### src/rtl/memory_writeback_queue.sv
// MEM->WB writeback queue: a small FIFO of register-file write entries between
// the memory stage and write-back, with flush, register-0 write suppression
// and combinational selection of the write-back data at the head.
module memory_writeback_queue #(
   parameter int DATA_WIDTH     = 32,
   parameter int REG_ADDR_WIDTH = 5,
   parameter int DEPTH          = 2
) (
   input  logic                      clock,
   input  logic                      reset,
   input  logic                      me_valid,
   output logic                      me_ready,
   input  logic                      me_reg_write,
   input  logic                      me_mem_to_reg,
   input  logic [DATA_WIDTH-1:0]     me_mem_read_data,
   input  logic [DATA_WIDTH-1:0]     me_alu_result,
   input  logic [REG_ADDR_WIDTH-1:0] me_rt_rd,
   input  logic                      flush,
   input  logic                      wb_ready,
   output logic                      wb_valid,
   output logic                      wb_reg_write,
   output logic [DATA_WIDTH-1:0]     wb_write_data,
   output logic [REG_ADDR_WIDTH-1:0] wb_rt_rd,
   output logic [$clog2(DEPTH):0]    occupancy
);

   // A single-entry queue still needs a 1-bit pointer; it simply stays at 0.
   localparam int PTR_W = (DEPTH > 1) ? $clog2(DEPTH) : 1;
   localparam int CNT_W = $clog2(DEPTH) + 1;
   localparam logic [PTR_W-1:0] LAST_PTR = PTR_W'(DEPTH - 1);
   localparam logic [CNT_W-1:0] FULL_CNT = CNT_W'(DEPTH);

   typedef struct packed {
      logic                      reg_write;
      logic                      mem_to_reg;
      logic [DATA_WIDTH-1:0]     mem_read_data;
      logic [DATA_WIDTH-1:0]     alu_result;
      logic [REG_ADDR_WIDTH-1:0] rt_rd;
   } entry_t;

   entry_t               r_mem [DEPTH];
   logic [PTR_W-1:0]     r_wr_ptr;
   logic [PTR_W-1:0]     r_rd_ptr;
   logic [CNT_W-1:0]     r_count;

   logic                 w_push;
   logic                 w_pop;
   logic [PTR_W-1:0]     w_wr_ptr_nxt;
   logic [PTR_W-1:0]     w_rd_ptr_nxt;
   entry_t               w_head;
   entry_t               w_in;

   // Full queue never accepts, even if the head is leaving this cycle.
   assign me_ready  = (r_count < FULL_CNT);
   assign wb_valid  = (r_count != '0);
   assign occupancy = r_count;

   // Flush cancels both handshakes; reset is handled inside the registers.
   assign w_push = me_valid & me_ready & ~flush;
   assign w_pop  = wb_valid & wb_ready & ~flush;

   // Explicit wrap keeps pointers modulo DEPTH for every legal depth.
   assign w_wr_ptr_nxt = (r_wr_ptr == LAST_PTR) ? '0 : r_wr_ptr + 1'b1;
   assign w_rd_ptr_nxt = (r_rd_ptr == LAST_PTR) ? '0 : r_rd_ptr + 1'b1;

   assign w_head = r_mem[r_rd_ptr];
   assign w_in   = '{reg_write:     me_reg_write,
                     mem_to_reg:    me_mem_to_reg,
                     mem_read_data: me_mem_read_data,
                     alu_result:    me_alu_result,
                     rt_rd:         me_rt_rd};

   // Pointer and occupancy bookkeeping; reset beats flush beats push/pop.
   always_ff @(posedge clock) begin
      // NOTE: state registers use non-blocking assignments so every flop
      // samples the pre-edge values regardless of statement order.
      if (!reset) begin
         r_wr_ptr <= '0;
         r_rd_ptr <= '0;
         r_count  <= '0;
      end else if (flush) begin
         r_wr_ptr <= '0;
         r_rd_ptr <= '0;
         r_count  <= '0;
      end else begin
         if (w_push) r_wr_ptr <= w_wr_ptr_nxt;
         if (w_pop)  r_rd_ptr <= w_rd_ptr_nxt;
         case ({w_push, w_pop})
            2'b10:   r_count <= r_count + 1'b1;
            2'b01:   r_count <= r_count - 1'b1;
            default: r_count <= r_count;
         endcase
      end
   end

   // Entry storage, written at the tail on an accepted push.
   always_ff @(posedge clock) begin
      // NOTE: the storage is cleared on reset because stale entry fields must
      // read as zero; a plain RAM without reset would not meet that.
      if (!reset) begin
         for (int i = 0; i < DEPTH; i++) r_mem[i] <= '0;
      end else if (w_push) begin
         r_mem[r_wr_ptr] <= w_in;
      end
   end

   // Head decode: select write-back data, suppress writes to register 0.
   always_comb begin
      // NOTE: every output gets a default first so no path infers a latch.
      wb_write_data = '0;
      wb_rt_rd      = '0;
      wb_reg_write  = 1'b0;
      if (wb_valid) begin
         wb_write_data = w_head.mem_to_reg ? w_head.mem_read_data : w_head.alu_result;
         wb_rt_rd      = w_head.rt_rd;
         wb_reg_write  = w_head.reg_write & (w_head.rt_rd != '0);
      end
   end

endmodule

### config.mk
export PLATFORM = sky130hd
export DESIGN_NAME = memory_writeback_queue
export DESIGN_NICKNAME = d
export VERILOG_FILES = /design/src/rtl/memory_writeback_queue.sv
export SDC_FILE = /design/constraint.sdc
export NUM_CORES = 1
export LEC_CHECK = 0
export CAP_MARGIN = 30
export CORE_UTILIZATION = 40
export CTS_CLUSTER_DIAMETER = 150
export CTS_CLUSTER_SIZE = 30
export DETAILED_ROUTE_END_ITERATION = 8
export PLACE_DENSITY = 0.67
export SLEW_MARGIN = 10
export SYNTH_ARGS = -nofsm -noshare
export SYNTH_HDL_FRONTEND = slang
export SYNTH_SLANG_ARGS = --single-unit
### constraint.sdc
create_clock -name clock -period 21.5 [get_ports clock]
set_input_delay 3.225 -clock clock [delete_from_list [all_inputs] [get_ports clock]]
set_output_delay 3.225 -clock clock [all_outputs]
set_load 0.02 [all_outputs]
==> out/qor.csv <==
metric,value,unit
max incr delay on CP,0.88,ns
Site Rows,46,
met1 Usage GRT,20.06,%
DRT Wirelength,12990,um
CP cell instances,mux2i_4 -> buf_4 -> mux4_2 -> and2_1 -> clkdlybuf4s50_1,
top-area cell type share of the netlist area,64.55,%
nets,615,
combinational power share,7.7,%
share of post-route cells with drive strength above 1,12.73,%
Port-buffer cells,117,
initial antenna violation count,0,
CTS root buffer,clkbuf_16,
Util after Layout,53.60,%
Initial Util,41.29,%
Internal Pwr Total,0.5269,mW
Flop pwr share,50.6,%
met3 GRT Util,6.555,%
worst hold stages,2,
first-pass GRT wire length,20560,um
CP Capture Type,primary output,
Crit Path Max Fanout,40,
Mapped Cells,422,
CP max-delay cell,dfxtp_4,
routability cong.,0.7134,
layout filler cell count,1330,
Worst Hold Launch,r_rd_ptr,
Leak,3.099,nW
DR iter-0 viols,255,
Syn Area/Cell,15.65,um2
vias in the first global route,3967,
core region area,16000,um2
worst-skew pair later-pin latency,0.42,ns
R2R depth,3,
met2 Usage GRT,27.45,%
"commonest non-fill, non-tap cell in the layout",and2_1,
CTS sink cnt,147,
DR vias,3703,
Setup-failing EPs final,0,
HP Class,reg2reg,
Worst-Margin Slew,0.8082,ns
Slew headroom,46.12,%
H-tree levels,4,
CP required,18.27,ns
Layout area overhead,29.81,%
Yosys reg bits,147,
Net Switching,0.1340,mW
Max-cap violations,0,
internal reg-to-reg setup slack,18.94,ns
Clock Power Share,41.7,%
hpwl dp,8040,um
vias per cell,4.834,
Netlist Area Pre-Place,6606,um2
Yosys cell types,27,
number of diodes,0,
Synth area leaders,"edfxtp_1, and2_1, mux4_2, dfxtp_1, clkbuf_1",
"Remaining Overflow, GRT",0,
first drt pass iteration count,6,
Num CTS Buffers,17,
Sum Neg Setup Slack,0,ns
GRT Total Usage,16.73,%
Max Fclk,147.9,MHz
postcts setup bufs,0,
worst vdd ir,59.68,uV
Synth Warn #,0,
RSZ-0062 raised after global routing,false,
final slew viol count,0,
count of final hold-check violations,0,
min Tclk post-route,6.761,ns
Power Total,0.6608,mW
status,completed,
post-route DRC violation count,0,
clock-pin slew on the worst setup and hold paths,0.06,ns
Clock Skew,0.008165,ns
# IOs,118,
most frequent cells in the layout,"and2_1, edfxtp_1, clkdlybuf4s50_1",
die height,130.5,um
CTS Hold Bufs,0,
power density over the cells,77.06,nW/um2
Bufs on Longest Clock Path,2,
fin crit share,31.45,%
Sw Share,20.28,%
worst hold path endpoint,r_rd_ptr,
register area share after synthesis,66.06,%
post-route ant nets,0,
die area,17030,um2
critical path arrival,3.54,ns
layer with the highest usage,met2,
Die X,130.5,um
Resized cells post-CTS,0,
post-synthesis net count,499,
CTS tree,done,
leading area contributor after synthesis,edfxtp_1,
r2r endpoint,r_mem[1][6],
Critical Path Start Type,flip-flop,
largest net degree at the start of global routing,72,
routed len/inst,16.96,um
reg2reg start,occupancy[1],
WS Path Type,reg2out,
-- critical path, delay by kind of cell (launching register included) --
kind | cells | cell delay, ns
buffers and inverters | 2 | 0.93
flip-flops | 1 | 0.88
multiplexers | 2 | 1.11
AND/OR/NAND/NOR | 1 | 0.17
-- sequential cells by signal, summed over array words and instances, names as in the netlist, named ones only --
register / cells
r_wr_ptr: 1
r_mem: 142
r_rd_ptr: 1
occupancy: 2
-- worst max-delay path by stage --
| stage | from | to | slack [ns] | cells after the start |
|---|---|---|---|---|
| after global routing | flip-flop | wb_write_data[26] | 14.48 | 5 |
| after global placement | flip-flop | wb_write_data[8] | 15.11 | 5 |
| after detailed placement | flip-flop | wb_write_data[8] | 15.07 | 5 |
| final | flip-flop | wb_write_data[23] | 14.74 | 5 |
| after floorplan | flush | r_mem[0][0] | 12.25 | 2 |
| after CTS | flip-flop | wb_write_data[8] | 14.61 | 5 |
-- per-stage QoR --
step / cells / cell area [um2] / hold WS, ns / setup WS (ns)
2_1_floorplan: 422 / 6606 / 0.4725 / 12.25
3_3_place_gp: 732 / 7963 / 0.4889 / 15.11
3_5_place_dp: 733 / 7983 / 0.4999 / 15.07
4_1_cts: 764 / 8533 / 0.5187 / 14.61
5_1_grt: 766 / 8576 / 0.5337 / 14.48
6_report: 766 / 8576 / 0.5139 / 14.74
-- cell usage after synthesis (all sizes together) --
| master | n |
|---|---|
| xor2 | 2 |
| or4 | 2 |
| o21ai | 5 |
| ha | 1 |
| mux4 | 32 |
| mux2i | 6 |
| dfxtp | 5 |
| nand2b | 1 |
| and2 | 174 |
| nor2 | 11 |
| a21oi | 2 |
| and4 | 2 |
| clkbuf | 17 |
| xnor2 | 2 |
| edfxtp | 142 |
| or3b | 1 |
| o211ai | 1 |
| or3 | 1 |
| inv | 3 |
| buf | 10 |
| nor2b | 2 |
-- power by group through the flow --
stage          sequential (mW)  combinational [mW]  clock [mW]
4_1_cts                  0.335              0.0512       0.281
5_1_grt                  0.336              0.0553       0.291
3_5_place_dp             0.341              0.0509           0
6_report                 0.334              0.0511       0.275
3_3_place_gp             0.340              0.0497           0
2_1_floorplan            0.341              0.0251           0
-- cell families (layout without fill, tap and decap cells) --
kind of cell / Yosys count / after routing / synth area share (%)
AOI/OAI and AO/OA: 8 / 8 / 0.6439
buffers and inverters: 30 / 158 / 2.481
adders and majority gates: 1 / 1 / 0.1894
xor gates and xnor gates: 4 / 4 / 0.5304
and+or+nand+nor: 194 / 194 / 18.11
muxes: 38 / 38 / 11.99
DFF: 147 / 147 / 66.06
-- layer usage --
layer	vias to the layer above	wire, um
met5	-	0
met4	0	160
met3	13	926
met2	112	6420
met1	1821	5482
li1	1757	-
-- cell type report --
class / instances / area (um2) / area share [%]
inverters: 3 / 11.26 / 0.1313
clock buffers: 20 / 436.7 / 5.092
multi-input cells: 245 / 2112 / 24.63
flip-flops and latches: 147 / 4368 / 50.93
clock inverters: 11 / 113.9 / 1.328
repair buffers: 124 / 1264 / 14.74
well taps: 216 / 270.3 / 3.151
No activity file was read; power rests on OpenSTA's default activity.
